[config.mk]
export PLATFORM = sky130hd
export DESIGN_NAME = pipeline_ctrl_flat
export DESIGN_NICKNAME = d
export VERILOG_FILES = /design/src/rtl/pipeline_ctrl_pkg.sv /design/src/rtl/pipeline_ctrl_if.sv /design/src/rtl/pipeline_ctrl_hazard_detect.sv /design/src/rtl/pipeline_ctrl.sv /design/src/flat_wrapper.sv
export SDC_FILE = /design/constraint.sdc
export NUM_CORES = 1
export LEC_CHECK = 0
export CAP_MARGIN = 40
export CORE_UTILIZATION = 42
export DETAILED_ROUTE_END_ITERATION = 8
export PLACE_DENSITY = 0.76
export SLEW_MARGIN = 20
export SYNTH_ARGS = -nofsm -noshare
export SYNTH_HDL_FRONTEND = slang
export SYNTH_HIERARCHICAL = 1
export SYNTH_SLANG_ARGS = --single-unit
[constraint.sdc]
create_clock -name clk -period 2.42 [get_ports clk]
set_input_delay 0.484 -clock clk [delete_from_list [all_inputs] [get_ports clk]]
set_output_delay 0.484 -clock clk [all_outputs]
set_load 0.02 [all_outputs]
[src/rtl/pipeline_ctrl_pkg.sv]
// Shared types and defaults for the pipeline register sequencer.
package pipeline_ctrl_pkg;

   typedef enum logic {
      RUN     = 1'b0,
      MC_WAIT = 1'b1
   } ctrl_state_e;

   localparam int REG_W_DEF     = 5;
   localparam int MC_CYCLES_DEF = 4;
   localparam int CNT_W_DEF     = 32;

endpackage

[src/rtl/pipeline_ctrl_if.sv]
// Hazard inputs from the datapath and register enables/flushes back to it.
interface pipeline_ctrl_if #(
   parameter int REG_W = 5,
   parameter int CNT_W = 32
);
   logic [REG_W-1:0] id_rs1;
   logic [REG_W-1:0] id_rs2;
   logic             id_use_rs1;
   logic             id_use_rs2;
   logic [REG_W-1:0] ex_rd;
   logic             ex_mem_read;
   logic             ex_br_taken;
   logic             ex_mc_start;
   logic             mem_stall;

   logic             pc_we;
   logic             ifid_we;
   logic             idex_we;
   logic             exmem_we;
   logic             memwb_we;
   logic             ifid_flush;
   logic             idex_flush;
   logic             exmem_flush;
   logic             mc_busy;
   logic [CNT_W-1:0] stall_cycles;

   modport master (
      output id_rs1, id_rs2, id_use_rs1, id_use_rs2, ex_rd, ex_mem_read,
             ex_br_taken, ex_mc_start, mem_stall,
      input  pc_we, ifid_we, idex_we, exmem_we, memwb_we,
             ifid_flush, idex_flush, exmem_flush, mc_busy, stall_cycles
   );

   modport slave (
      input  id_rs1, id_rs2, id_use_rs1, id_use_rs2, ex_rd, ex_mem_read,
             ex_br_taken, ex_mc_start, mem_stall,
      output pc_we, ifid_we, idex_we, exmem_we, memwb_we,
             ifid_flush, idex_flush, exmem_flush, mc_busy, stall_cycles
   );
endinterface

[src/rtl/pipeline_ctrl_hazard_detect.sv]
// Load-use compare between the load in EX and the sources read in ID.
module hazard_detect #(
   parameter int REG_W = 5
) (
   input  logic [REG_W-1:0] id_rs1,
   input  logic [REG_W-1:0] id_rs2,
   input  logic             id_use_rs1,
   input  logic             id_use_rs2,
   input  logic [REG_W-1:0] ex_rd,
   input  logic             ex_mem_read,
   output logic             lu_stall
);
   logic hit_rs1;
   logic hit_rs2;

   assign hit_rs1  = id_use_rs1 && (id_rs1 == ex_rd);
   assign hit_rs2  = id_use_rs2 && (id_rs2 == ex_rd);
   // x0 is hardwired zero, so a load targeting it never creates a dependency
   assign lu_stall = ex_mem_read && (ex_rd != '0) && (hit_rs1 || hit_rs2);
endmodule

[src/rtl/pipeline_ctrl.sv]
// Write-enable / flush sequencer for the five pipeline registers, with a
// saturating stall-cycle counter.
//
//   state   | meaning
//   --------+------------------------------------------------------------
//   RUN     | normal issue; branch, multicycle and load-use hazards handled
//   MC_WAIT | multicycle op held in EX; bubbles into EX/MEM until mc_cnt==0
module pipeline_ctrl
   import pipeline_ctrl_pkg::*;
#(
   parameter int REG_W     = REG_W_DEF,
   parameter int MC_CYCLES = MC_CYCLES_DEF,
   parameter int CNT_W     = CNT_W_DEF
) (
   input  logic          clk,
   input  logic          rst,
   pipeline_ctrl_if.slave bus
);
   localparam int            MC_W    = $clog2(MC_CYCLES + 1);
   localparam logic [MC_W-1:0] MC_LOAD = MC_W'(MC_CYCLES - 1);

   ctrl_state_e      state, state_nxt;
   logic [MC_W-1:0]  mc_cnt, mc_cnt_nxt;
   logic [CNT_W-1:0] stall_cnt;
   logic [4:0]       we;      // {pc, ifid, idex, exmem, memwb}
   logic [2:0]       flush;   // {ifid, idex, exmem}
   logic             lu_stall;

   hazard_detect #(.REG_W(REG_W)) u_hazard (
      .id_rs1      (bus.id_rs1),
      .id_rs2      (bus.id_rs2),
      .id_use_rs1  (bus.id_use_rs1),
      .id_use_rs2  (bus.id_use_rs2),
      .ex_rd       (bus.ex_rd),
      .ex_mem_read (bus.ex_mem_read),
      .lu_stall    (lu_stall)
   );

   always_ff @(posedge clk or negedge rst) begin
      if (!rst) begin
         state  <= RUN;
         mc_cnt <= '0;
      end else begin
         state  <= state_nxt;
         mc_cnt <= mc_cnt_nxt;
      end
   end

   always_comb begin
      state_nxt  = state;
      mc_cnt_nxt = mc_cnt;
      we         = 5'b11111;
      flush      = 3'b000;
      if (bus.mem_stall) begin
         we = 5'b00000;
         if (state == MC_WAIT && mc_cnt != '0) mc_cnt_nxt = mc_cnt - MC_W'(1);
      end else if (state == MC_WAIT) begin
         if (mc_cnt != '0) begin
            we         = 5'b00011;
            flush      = 3'b001;
            mc_cnt_nxt = mc_cnt - MC_W'(1);
         end else begin
            state_nxt = RUN;
         end
      end else if (bus.ex_br_taken) begin
         flush = 3'b110;
      end else if (bus.ex_mc_start) begin
         we         = 5'b00011;
         flush      = 3'b001;
         mc_cnt_nxt = MC_LOAD;
         state_nxt  = MC_WAIT;
      end else if (lu_stall) begin
         we    = 5'b00111;
         flush = 3'b010;
      end
      // Hold every register while reset is asserted
      if (!rst) begin
         we    = 5'b00000;
         flush = 3'b000;
      end
   end

   always_ff @(posedge clk or negedge rst) begin
      if (!rst) begin
         stall_cnt <= '0;
      end else if (!we[4] && stall_cnt != '1) begin
         stall_cnt <= stall_cnt + CNT_W'(1);
      end
   end

   assign {bus.pc_we, bus.ifid_we, bus.idex_we, bus.exmem_we, bus.memwb_we} = we;
   assign {bus.ifid_flush, bus.idex_flush, bus.exmem_flush}                 = flush;
   assign bus.mc_busy      = (state == MC_WAIT);
   assign bus.stall_cycles = stall_cnt;
endmodule

[src/flat_wrapper.sv]
// flat-port wrapper written by rule: the top's interface ports become plain ports
module pipeline_ctrl_flat import pipeline_ctrl_pkg::*;
#(
   parameter int REG_W     = REG_W_DEF,
   parameter int MC_CYCLES = MC_CYCLES_DEF,
   parameter int CNT_W     = CNT_W_DEF
)
  (clk, rst, bus_id_rs1, bus_id_rs2, bus_id_use_rs1, bus_id_use_rs2, bus_ex_rd, bus_ex_mem_read, bus_ex_br_taken, bus_ex_mc_start, bus_mem_stall, bus_pc_we, bus_ifid_we, bus_idex_we, bus_exmem_we, bus_memwb_we, bus_ifid_flush, bus_idex_flush, bus_exmem_flush, bus_mc_busy, bus_stall_cycles);
  pipeline_ctrl_if #(.REG_W(REG_W), .CNT_W(CNT_W)) bus_i ();
  input  logic clk;
  input  logic rst;
  input wire logic [$bits(bus_i.id_rs1)-1:0] bus_id_rs1;
  input wire logic [$bits(bus_i.id_rs2)-1:0] bus_id_rs2;
  input wire logic [$bits(bus_i.id_use_rs1)-1:0] bus_id_use_rs1;
  input wire logic [$bits(bus_i.id_use_rs2)-1:0] bus_id_use_rs2;
  input wire logic [$bits(bus_i.ex_rd)-1:0] bus_ex_rd;
  input wire logic [$bits(bus_i.ex_mem_read)-1:0] bus_ex_mem_read;
  input wire logic [$bits(bus_i.ex_br_taken)-1:0] bus_ex_br_taken;
  input wire logic [$bits(bus_i.ex_mc_start)-1:0] bus_ex_mc_start;
  input wire logic [$bits(bus_i.mem_stall)-1:0] bus_mem_stall;
  output wire logic [$bits(bus_i.pc_we)-1:0] bus_pc_we;
  output wire logic [$bits(bus_i.ifid_we)-1:0] bus_ifid_we;
  output wire logic [$bits(bus_i.idex_we)-1:0] bus_idex_we;
  output wire logic [$bits(bus_i.exmem_we)-1:0] bus_exmem_we;
  output wire logic [$bits(bus_i.memwb_we)-1:0] bus_memwb_we;
  output wire logic [$bits(bus_i.ifid_flush)-1:0] bus_ifid_flush;
  output wire logic [$bits(bus_i.idex_flush)-1:0] bus_idex_flush;
  output wire logic [$bits(bus_i.exmem_flush)-1:0] bus_exmem_flush;
  output wire logic [$bits(bus_i.mc_busy)-1:0] bus_mc_busy;
  output wire logic [$bits(bus_i.stall_cycles)-1:0] bus_stall_cycles;
  assign bus_i.id_rs1 = bus_id_rs1;
  assign bus_i.id_rs2 = bus_id_rs2;
  assign bus_i.id_use_rs1 = bus_id_use_rs1;
  assign bus_i.id_use_rs2 = bus_id_use_rs2;
  assign bus_i.ex_rd = bus_ex_rd;
  assign bus_i.ex_mem_read = bus_ex_mem_read;
  assign bus_i.ex_br_taken = bus_ex_br_taken;
  assign bus_i.ex_mc_start = bus_ex_mc_start;
  assign bus_i.mem_stall = bus_mem_stall;
  assign bus_pc_we = bus_i.pc_we;
  assign bus_ifid_we = bus_i.ifid_we;
  assign bus_idex_we = bus_i.idex_we;
  assign bus_exmem_we = bus_i.exmem_we;
  assign bus_memwb_we = bus_i.memwb_we;
  assign bus_ifid_flush = bus_i.ifid_flush;
  assign bus_idex_flush = bus_i.idex_flush;
  assign bus_exmem_flush = bus_i.exmem_flush;
  assign bus_mc_busy = bus_i.mc_busy;
  assign bus_stall_cycles = bus_i.stall_cycles;
  pipeline_ctrl #(.REG_W(REG_W), .MC_CYCLES(MC_CYCLES), .CNT_W(CNT_W)) u_core (.clk(clk), .rst(rst), .bus(bus_i));
endmodule
== Word-level counts from Yosys, hierarchy flattened ==
Cells that the tools add are included.
Operators by class
  equality and inequality tests: 6
  reduce and logical (&&, ||, !) cells: 12
  add/subtract/negate cells: 2
  multiplexer cells: 24
Operators with widths (count)
  5-bit 2-to-1 mux: 7
  3-bit 2-to-1 mux: 11
  32-bit by 1-bit adder with 32-bit output (second input constant): 1
  32-bit != test (second input constant): 1
  5-bit == test: 2
  1-bit logical AND: 6
  3-bit nonzero test: 2
  1-bit 2-to-1 mux: 5
  5-bit nonzero test: 1
  4-bit AND reduction: 1
  3-bit by 1-bit != test with 1-bit output (second input constant): 1
  3-bit != test (second input constant): 1
  3-bit by 1-bit subtractor with 3-bit output (second input constant): 1
  2-bit 2-to-1 mux: 1
  2-bit by 1-bit != test with 1-bit output (second input constant): 1
  1-bit zero test: 1
  1-bit logical OR: 1
Word-level totals
  register bits: 36
  output and inout port bits: 41
  bits of input ports: 23

== Depth between registers and ports, before layout ==
Gate-level depths: netlist of run 1.
  word-level depth: 12
  mapped depth: 10
  gate-level depth less buffers: 9

== Modules after synthesis ==
The synthesis of run 1 kept the hierarchy.
Modules (own cells, without submodules)
  pipeline_ctrl: instances 1, cells an instance 176, area an instance 1913.1 um2, sequential area each 900.9 um2
  hazard_detect: instances 1, cells an instance 17, area an instance 133.9 um2, sequential area each 0.0 um2

== Worst setup path after synthesis of run 1 ==
No wires, ideal clock.
  path kind: input to output
  start point: input bus_ex_rd[0]
  end point: output bus_pc_we
  slack: -0.183 ns
  cell stages on the path: 6
  arrival: 2.119 ns
  cells stage by stage: or4_1 o21ai_1 a21oi_1 or2_1 a221oi_4 buf_4
On the way
  longest elaborated chain between the ends: 10
  elaborated cells on any way between the ends: 14
RTL lines
  start, declared: line flat_wrapper.sv:16  | input wire logic [$bits(bus_i.ex_rd)-1:0] bus_ex_rd;
  5-bit == test (on tied branches): line pipeline_ctrl_hazard_detect.sv:16, pipeline_ctrl_hazard_detect.sv:17
  1-bit logical AND (on tied branches): line pipeline_ctrl_hazard_detect.sv:16, pipeline_ctrl_hazard_detect.sv:17
  1-bit logical OR: line pipeline_ctrl_hazard_detect.sv:19  | assign lu_stall = ex_mem_read && (ex_rd != '0) && (hit_rs1 || hit_rs2);
  1-bit logical AND (*): line pipeline_ctrl_hazard_detect.sv:19
  via u_core.lu_stall: line pipeline_ctrl.sv:27  | logic lu_stall;
  5-bit 2-to-1 mux (*): line pipeline_ctrl.sv:72  | end else if (lu_stall) begin
  5-bit 2-to-1 mux (*): line pipeline_ctrl.sv:67  | end else if (bus.ex_mc_start) begin
  5-bit 2-to-1 mux (*): line pipeline_ctrl.sv:65  | end else if (bus.ex_br_taken) begin
  5-bit 2-to-1 mux (*): line pipeline_ctrl.sv:57  | end else if (state == MC_WAIT) begin
  5-bit 2-to-1 mux (*): line pipeline_ctrl.sv:54  | if (bus.mem_stall) begin
  5-bit 2-to-1 mux (*): line pipeline_ctrl.sv:77  | if (!rst) begin
  end, declared: line flat_wrapper.sv:21  | output wire logic [$bits(bus_i.pc_we)-1:0] bus_pc_we;
Mark *: on every way through the listed nets, which the timed path passes. The rest lies on a longest branch.

== Worst setup path in the final report of run 1 ==
  start point: input bus_ex_rd[4]
  end point: output bus_ifid_we
On the way
  longest elaborated chain between the ends: 10
  elaborated cells on any way between the ends: 14
RTL lines
  5-bit == test (on tied branches): line pipeline_ctrl_hazard_detect.sv:16, pipeline_ctrl_hazard_detect.sv:17
  1-bit logical AND (on tied branches): line pipeline_ctrl_hazard_detect.sv:16, pipeline_ctrl_hazard_detect.sv:17
  1-bit logical OR: line pipeline_ctrl_hazard_detect.sv:19
  1-bit logical AND (*): line pipeline_ctrl_hazard_detect.sv:19
  via u_core.lu_stall: line pipeline_ctrl.sv:27
  5-bit 2-to-1 mux (*): line pipeline_ctrl.sv:72
  5-bit 2-to-1 mux (*): line pipeline_ctrl.sv:67
  5-bit 2-to-1 mux (*): line pipeline_ctrl.sv:65
  5-bit 2-to-1 mux (*): line pipeline_ctrl.sv:57
  5-bit 2-to-1 mux (*): line pipeline_ctrl.sv:54
  5-bit 2-to-1 mux (*): line pipeline_ctrl.sv:77
  end, declared: line flat_wrapper.sv:22  | output wire logic [$bits(bus_i.ifid_we)-1:0] bus_ifid_we;
Marked as above.

==> results of run 1 <==
[kinds of logic (layout without fill, tap and decap cells)]
logic type | after synthesis | count (layout) | share of synthesized area
AOI/OAI and AO/OA | 13 | 13 | 0.0489
DFF | 36 | 36 | 0.440
adders and majority gates | 3 | 3 | 0.0183
buffers and inverters | 12 | 96 | 0.0324
muxes | 2 | 2 | 0.0110
and+or+nand+nor | 88 | 88 | 0.282
xor gates and xnor gates | 39 | 39 | 0.167
[routing by layer]
layer  up-vias  share of wire  routed length, um  track usage
met5         -              0                  0            0
met4         0          0.011                 54       0.0763
met3         4          0.024                121       0.0478
met2        33           0.51               2540        0.346
met1       847           0.46               2280        0.263
li1        854              -                  -            -
[final timing paths]
| path | slack [ns] | startpoint | cells after the start | end |
|---|---|---|---|---|
| worst min register to register | 0.48 | u_core/bus.stall_cycles[15] | 1 | u_core/bus.stall_cycles[15] |
| worst min-delay path | 0.48 | u_core/bus.stall_cycles[15] | 1 | u_core/bus.stall_cycles[15] |
| max in group asynchronous | 1.38 | rst | 2 | u_core/bus.stall_cycles[2] |
| min in group asynchronous | 0.71 | rst | 2 | u_core/bus.stall_cycles[28] |
| worst max-delay path | -0.10 | bus_ex_rd[4] | 7 | bus_ifid_we |
| worst max register to register | 0.28 | u_core/bus.stall_cycles[10] | 5 | u_core/bus.stall_cycles[11] |
[metrics by stage]
| step | TNS, ns | util | instance area (um^2) | power [mW] |
|---|---|---|---|---|
| final | -0.230 | 0.647 | 3040 | 2.23 |
| after global routing | -0.677 | 0.647 | 3040 | 2.36 |
| after CTS | -0.298 | 0.633 | 2970 | 2.21 |
| after detailed placement | -21.63 | 0.606 | 2840 | 1.69 |
| after global placement | -17.75 | 0.606 | 2840 | 1.65 |
| after floorplan | -0.998 | - | 2080 | 1.31 |
[power groups by stage]
stage	sequential (mW)	clock, mW	combinational, mW
after floorplan	0.909	0	0.406
after global placement	0.854	0	0.800
after detailed placement	0.862	0	0.825
after CTS	0.852	0.531	0.831
after global routing	0.870	0.562	0.928
final	0.851	0.516	0.858
[cell type report]
cell class	instances	area, um^2
fill	378	1650
multi-input combinational	145	1160
sequential	36	901
timing repair buffer	82	778
clock buffer	6	72.6
tap	54	67.6
clock inverter	2	35.0
inverter	6	22.5
[synth_stat cells (all sizes together)]
cell type,count,area (um^2)
a21oi,5,25.0
nand4,19,140
buf,6,43.8
xnor2,29,254
and2b,1,7.51
and3b,2,17.5
inv,6,22.5
nor3,4,31.3
ha,3,37.5
a41oi,1,16.3
nor3b,2,20.0
and3,7,43.8
nor2b,2,15.0
mux2,2,22.5
o21ai,4,20.0
nand4b,1,8.76
or2,1,6.26
a31oi,2,12.5
nand2,9,33.8
dfrtp,36,901
nand3b,2,15.0
a221oi,1,26.3
nand2b,4,25.0
or4,1,7.51
and4,7,61.3
xor2,10,87.6
and2,2,12.5
nor4,3,40.0
nand3,11,55.1
nor2,10,37.5
[layout by cell type (no fill, tap or decap), types with 2 or more instances in the layout]
cell type        instances
a21oi_2                  3
and4_1                   7
nor3_1                   3
inv_1                    6
buf_6                    9
nand4_1                 17
nand3_2                  3
buf_2                    2
dfrtp_1                 36
clkbuf_8                 5
and2_1                   2
xor2_1                   9
a21oi_1                  2
mux2_4                   2
buf_4                   15
o21ai_0                  3
clkdlybuf4s50_1         42
nand2b_1                 3
clkdlybuf4s15_1          4
dlygate4sd2_1            9
ha_1                     3
and3_1                   7
nor2_1                   9
a31oi_1                  2
nand2_1                  8
nand3b_1                 2
xnor2_1                 29
nand3_1                  8
[sequential cells by signal (all words and copies together), names as in the netlist]
name                     flops
u_core/bus.mc_busy           1
u_core/bus.stall_cycles     32
u_core/mc_cnt                3
[timing repair]
| action | CTS | global route |
|---|---|---|
| gates resized for setup | 60 | 16 |
| hold endpoints to repair | 0 | 0 |
| setup endpoints to repair | 40 | 32 |
| setup buffers | 2 | 1 |
| pin swaps | 17 | 16 |
| gates cloned | 0 | 0 |
==> impl_metrics.py, run 1 <==
metrics = {
    "power": {
        "clockPowerShare": 0.232,
        "combPwrFrac": 0.386,
        "power.density_nw_per_um2": 733,
        "switching_power_uw": 785,
        "p_int_mw": 1.44,
        "p_leak_nw": 1.32,
        "power.share.sequential": 0.382,
        "swShare": 0.352,
        "irDropWorstVdd_v": 0.000693,
    },
    "setup_path": {
        "cpMostUsedCell": "buf_6",
        "worstPathRequired_ns": 1.94,
        "cp_top_family": "simple AND/OR/NAND/NOR gates",
        "crit_arrival_ns": 2.04,
        "crit_buf_inv": 2,
        "worstSetupStartpointType": "input pin",
        "setup.worst_path.end_class": "output port",
        "slowest_delay_ns": 0.52,
        "worstPathMaxFanout": 3,
        "cp_slowest_cell": "or4_4",
        "critical_path_class": "in2out",
        "path_cells": "buf_6 > or4_4 > o21ai_2 > a21oi_2 > or2_1 > a221oi_4 > buf_6",
    },
    "global_route": {
        "grt_overflow": 0,
        "grt_pass1_vias": 1722,
        "grtUsageTotal": 0.207,
        "grt_pass1_wl_um": 8200,
        "antenna_found_initial": 0,
        "grt_max_degree": 37,
    },
    "timing": {
        "finClkSkew_ns": 0.00853,
        "hold_violations": 0,
        "hold_ws_ns": 0.485,
        "rsz0062_at_grt": "yes",
        "tightest_slew_ns": 0.483,
        "slew_violations": 0,
        "finalSetupViolations": 3,
        "fin_crit_sh": 1.04,
        "fin_ws_ns": -0.104,
        "fmax_mhz": 396,
        "finalCriticalPeriod_ns": 2.52,
        "relSlewSlack": 0.677,
    },
    "cells_and_area": {
        "layout-drive-gt1-share": 0.213,
        "instances_no_fill": 331,
        "syn_to_final_growth_pct": 48.4,
        "nets": 302,
        "diodes": 0,
    },
    "outcome": {
        "status": "complete, but fails checks",
        "violations": "negative setup slack",
    },
    "job": {
        "cap_violations": 0,
    },
    "clock_network": {
        "cts_tree": "done",
        "clk_latency_ns": 0.29,
        "clockBufferDepth": 2,
        "cts.reportedPaths.clkPinSlew_ns": 0.07,
        "hold_buffers": 0,
        "cts_root_buf": "clkbuf_8",
        "cts.sinks": 36,
        "cts_buffers": 5,
        "htreeDepth": 2,
    },
    "die": {
        "die_y_um": 71.8,
        "start_util": 0.436,
        "fp.dieArea_um2": 5160,
        "die_x_um": 71.8,
        "ios": 64,
        "coreArea_um2": 4690,
        "num_rows": 25,
    },
    "placed_design": {
        "preCtsSetupSlack_ns": -0.884,
        "io_buffers": 63,
        "globalplace.congestion": 0.851,
        "dpl.cell_count": 320,
        "dpl.hpwl_um": 3580,
    },
    "drt": {
        "drt_first_pass_iters": 4,
        "viasPerCell": 5.25,
        "route.detailed.drc": 0,
        "wl_um": 5000,
        "wl_per_cell_um": 15.1,
        "ant_nets": 0,
        "vias": 1738,
        "drtIter0Drc": 80,
    },
    "synthesis": {
        "netlist_area_um2": 2050,
        "syn_area_per_cell_um2": 10.6,
        "syn-num-nets": 219,
        "yosysWarnings": 6,
        "synth_cells": 193,
        "synth-seq-cells": 36,
        "synth-seq-area-share": 0.440,
        "ys_types": 41,
    },
    "min_path": {
        "hold_path.class": "reg2reg",
    },
}
No activity file was read; power rests on OpenSTA's default activity.
==> run 2: changes to the inputs <==
Settings changed: SKIP_CTS_REPAIR_TIMING from default to 1.
==> run 2 against run 1 <==
Effect of this change:
- the flow still finishes with violations (negative setup slack)
- non-clock buffer count is 1 lower
- cell count is 0.30% lower
- sequential power hardly changed
- flip-flop and latch count stayed put
- via count is 1.8% higher
- critical path type unchanged
- largest power group is now sequential cells
==> impl_metrics.py, run 2 (synthesis gave the netlist of run 1 again) <==
metrics = {
    "outcome": {
        "status": "complete, but fails checks",
        "violations": "negative setup slack",
    },
    "timing": {
        "finClkSkew_ns": 0.00694,
        "fmax_mhz": 385,
        "finalCriticalPeriod_ns": 2.60,
        "slew_violations": 0,
        "relSlewSlack": 0.677,
        "fin_ws_ns": -0.176,
        "fin_crit_sh": 1.07,
        "fin_setup_tns_ns": -0.476,
        "finalSetupViolations": 8,
        "tightest_slew_ns": 0.483,
        "rsz0062_at_grt": "yes",
        "hold_violations": 0,
    },
    "die": {
        "die_y_um": 71.8,
        "fp.dieArea_um2": 5160,
        "die_x_um": 71.8,
        "ios": 64,
        "coreArea_um2": 4690,
        "start_util": 0.436,
        "num_rows": 25,
    },
    "clock_network": {
        "clockBufferDepth": 2,
        "clk_latency_ns": 0.29,
        "cts.sinks": 36,
        "cts_tree": "done",
        "cts_buffers": 5,
        "cts_root_buf": "clkbuf_8",
        "cts.reportedPaths.clkPinSlew_ns": 0.07,
        "htreeDepth": 2,
    },
    "min_path": {
        "min_path_cells": 1,
        "hold_path.class": "reg2reg",
        "hp-start": "u_core/bus.stall_cycles[15]",
    },
    "global_route": {
        "grt_pass1_wl_um": 7850,
        "grtUsageTotal": 0.199,
        "grt_max_degree": 37,
        "grt_overflow": 0,
        "antenna_found_initial": 0,
        "grt_pass1_vias": 1717,
    },
    "setup_path": {
        "worstSetupStartpointType": "input pin",
        "reg2reg_from": "u_core/bus.stall_cycles[10]",
        "worstPathMaxFanout": 3,
        "crit_arrival_ns": 2.11,
        "setup.worst_path.end_class": "output port",
        "slowest_delay_ns": 0.53,
        "cp_top_family": "simple AND/OR/NAND/NOR gates",
        "reg2regPathDepth": 5,
        "crit_buf_inv": 2,
        "critical_path_class": "in2out",
        "cp-startpoint": "bus_ex_rd[4]",
        "cp_slowest_cell": "or4_4",
        "worst-path-stages": 7,
        "path_cells": "buf_6 > or4_4 > o21ai_2 > a21oi_2 > or2_1 > a221oi_4 > buf_6",
        "cpMostUsedCell": "buf_6",
        "worstPathRequired_ns": 1.94,
    },
    "drt": {
        "vias": 1770,
        "wl_um": 5020,
        "ant_nets": 0,
        "drtIter0Drc": 56,
        "viasPerCell": 5.36,
        "route.detailed.drc": 0,
        "wl_per_cell_um": 15.2,
        "drt_first_pass_iters": 4,
    },
    "cells_and_area": {
        "final_common_cell": "clkdlybuf4s50_1",
        "final_cell_mix": "clkdlybuf4s50_1 (42), dfrtp_1 (36), xnor2_1 (28)",
        "largest_register_ffs": 32,
        "fillers": 360,
        "regArea_um2": 901,
        "syn_to_final_growth_pct": 50.2,
        "nets": 301,
        "multi_input_area_um2": 1170,
        "diodes": 0,
        "layout-drive-gt1-share": 0.207,
    },
    "placed_design": {
        "io_buffers": 63,
        "dpl.hpwl_um": 3580,
        "preCtsSetupSlack_ns": -0.884,
        "globalplace.congestion": 0.851,
    },
    "power": {
        "p_leak_nw": 1.45,
        "total_power_mw": 2.22,
        "power.density_nw_per_um2": 722,
        "irDropWorstVdd_v": 0.000693,
    },
    "job": {
        "cap_violations": 0,
    },
}
-- run 2: layout make-up --
class / count / share of cell area
clock buffers: 6 / 0.0236
multi-input cells: 145 / 0.381
repair buffers: 81 / 0.262
well taps: 54 / 0.0220
flip-flops and latches: 36 / 0.293
clock inverters: 2 / 0.0114
inverters: 6 / 0.00733
-- run 2: stage by stage --
stage	util	instances	hold WS [ns]	cell area, um^2
after floorplan	-	193	0.188	2080
after global placement	0.606	320	0.479	2840
after detailed placement	0.606	320	0.485	2840
after CTS	0.629	328	0.499	2950
after global routing	0.655	330	0.507	3070
final	0.655	330	0.484	3070
-- run 2: worst paths after layout --
check	to	slack [ns]
setup / recovery	bus_ifid_we	-0.18
hold / removal	u_core/bus.stall_cycles[15]	0.48
setup reg to reg	u_core/bus.stall_cycles[11]	0.31
hold reg to reg	u_core/bus.stall_cycles[15]	0.48
max in group asynchronous	u_core/bus.stall_cycles[2]	1.39
min in group asynchronous	u_core/bus.stall_cycles[28]	0.71
-- run 2: power by group --
part	switching (mW)	total, mW	leakage (nW)	internal [mW]
Combinational	0.425	0.849	0.920	0.424
Clock	0.212	0.518	0.0552	0.306
Sequential	0.147	0.853	0.478	0.705
Total	0.785	2.22	1.45	1.43
-- run 2: worst reg2reg max path: cells and delay by family (launching register included) --
| family | cells | cell delay, ns |
|---|---|---|
| XOR/XNOR | 1 | 0.13 |
| AND/OR/NAND/NOR | 4 | 1.45 |
| flip-flops | 1 | 0.45 |
-- run 2: metal layers --
layer  global-route usage  vias up  share of wire
met5                    0        -              0
met2                0.331       49           0.50
met4               0.0959        0          0.032
li1                     -      849              -
met3               0.0309       15          0.030
met1                0.252      857           0.44
==> run 3: changes to the inputs <==
Settings changed: CAP_MARGIN 40 to 20, CORE_UTILIZATION 42 to 40, CTS_CLUSTER_DIAMETER from default to 40, PLACE_DENSITY 0.76 to 0.73.
==> run 3 against run 2 <==
Effect of this change:
- die area is 4.9% higher
- routed wire length is 4.5% lower
- maximum frequency is 1.1% higher
- the run still ends with negative setup slack left
- highest routed layer unchanged
- first-iteration DRC count is 30% lower
- global-route usage is 0.63 points lower
- flip-flop and latch count stayed put
- sequential share of layout area is 0.41 points higher
- clock power is 17% lower
- worst setup slack better by 0.028 ns
==> impl_metrics.py, run 3 (synthesis gave the netlist of run 1 again) <==
metrics = {
    "setup_path": {
        "worstPathRequired_ns": 1.94,
        "setup.worst_path.end_class": "output port",
        "worstSetupStartpointType": "input pin",
        "critical_path_class": "in2out",
        "crit_arrival_ns": 2.08,
        "worstPathMaxFanout": 3,
    },
    "min_path": {
        "hold_path.class": "in2async",
    },
    "power": {
        "p_leak_nw": 1.41,
        "total_power_mw": 2.12,
        "power.density_nw_per_um2": 699,
        "irDropWorstVdd_v": 0.000514,
    },
    "timing": {
        "fin_crit_sh": 1.06,
        "tightest_slew_ns": 0.480,
        "hold_violations": 0,
        "finalSetupViolations": 8,
        "rsz0062_at_grt": "yes",
        "finalCriticalPeriod_ns": 2.57,
        "fin_setup_tns_ns": -0.349,
        "finClkSkew_ns": 0.00155,
        "fmax_mhz": 389,
        "fin_ws_ns": -0.147,
        "relSlewSlack": 0.679,
        "slew_violations": 0,
    },
    "placed_design": {
        "io_buffers": 63,
        "dpl.hpwl_um": 3620,
        "globalplace.congestion": 0.816,
        "dpl.cell_count": 333,
        "preCtsSetupSlack_ns": -0.856,
        "place_area_um2": 2850,
    },
    "cells_and_area": {
        "layout-drive-gt1-share": 0.197,
        "largest_register_ffs": 32,
        "instances_no_fill": 341,
        "final_cell_mix": "clkdlybuf4s50_1 (41), dfrtp_1 (36), xnor2_1 (29)",
        "nets": 299,
        "final_common_cell": "clkdlybuf4s50_1",
        "design_area_um2": 3030,
        "fillers": 425,
        "diodes": 0,
        "syn_to_final_growth_pct": 48.1,
    },
    "global_route": {
        "grt_overflow": 0,
        "antenna_found_initial": 0,
        "grtUsageTotal": 0.192,
        "grt_pass1_vias": 1677,
        "grt_pass1_wl_um": 7870,
        "grt_max_degree": 37,
    },
    "clock_network": {
        "cts_root_buf": "clkbuf_8",
        "cts.reportedPaths.clkPinSlew_ns": 0.07,
        "htreeDepth": 2,
        "clk_latency_ns": 0.28,
        "cts_buffers": 5,
        "cts.sinks": 36,
        "clockBufferDepth": 2,
        "cts_tree": "done",
    },
    "die": {
        "fp.dieArea_um2": 5410,
        "die_x_um": 73.5,
        "coreArea_um2": 4820,
        "num_rows": 25,
        "ios": 64,
        "start_util": 0.425,
        "die_y_um": 73.5,
    },
    "outcome": {
        "status": "complete, but fails checks",
        "violations": "negative setup slack",
    },
    "drt": {
        "vias": 1701,
        "drtIter0Drc": 39,
        "wl_um": 4790,
        "route.detailed.drc": 0,
        "wl_per_cell_um": 14.1,
        "ant_nets": 0,
        "drt_first_pass_iters": 6,
        "viasPerCell": 4.99,
    },
    "job": {
        "cap_violations": 0,
    },
}
-- run 3: cell count changes in the layout (fill, tap and decap cells not counted), sizes merged --
cell           change
clkbuf             +4
buf                -2
bufinv             -1
clkdlybuf4s50      -1
clkinv             -1
dlymetal6s2s       -1
-- run 3: routing by layer --
| layer | track usage | part of all wire |
|---|---|---|
| met1 | 0.256 | 0.47 |
| met2 | 0.318 | 0.48 |
| met3 | 0.0453 | 0.036 |
| met4 | 0.0427 | 0.013 |
| met5 | 0 | 0 |
-- run 3: layout make-up --
type | instances | area, um^2 | area share
Clock buffer | 8 | 90.1 | 0.0297
Inverter | 6 | 22.5 | 0.00743
Multi-Input combinational cell | 145 | 1150 | 0.380
Sequential cell | 36 | 901 | 0.297
Tap cell | 67 | 83.8 | 0.0277
Timing Repair Buffer | 79 | 783 | 0.258
-- run 3: path summary, 6_finish.rpt --
kind / slack [ns] / start / cells after the start / end
min reg2reg: 0.49 / u_core/bus.stall_cycles[28] / 1 / u_core/bus.stall_cycles[28]
min in group clk: 0.49 / u_core/bus.stall_cycles[28] / 1 / u_core/bus.stall_cycles[28]
max reg2reg: 0.41 / u_core/bus.stall_cycles[10] / 5 / u_core/bus.stall_cycles[5]
max: -0.15 / bus_ex_rd[0] / 7 / bus_pc_we
min: 0.28 / rst / 2 / u_core/bus.stall_cycles[28]
max in group asynchronous: 1.83 / rst / 2 / u_core/bus.stall_cycles[3]
-- run 3: metrics by stage --
stage / utilization / hold WS (ns)
after floorplan: - / 0.188
after global placement: 0.592 / 0.483
after detailed placement: 0.592 / 0.486
after CTS: 0.611 / 0.303
after global routing: 0.629 / 0.319
final: 0.629 / 0.276
-- run 3: power breakdown --
part,total (mW),switching (mW),internal (mW)
combinational,0.838,0.418,0.420
clock,0.432,0.200,0.232
sequential,0.851,0.145,0.706
-- run 3: critical path, stage by stage --
cell and delay (ns):
buf_6 0.09, or4_4 0.52, o21ai_2 0.16, a21oi_2 0.05, or2_1 0.26, a221oi_4 0.35
buf_6 0.17
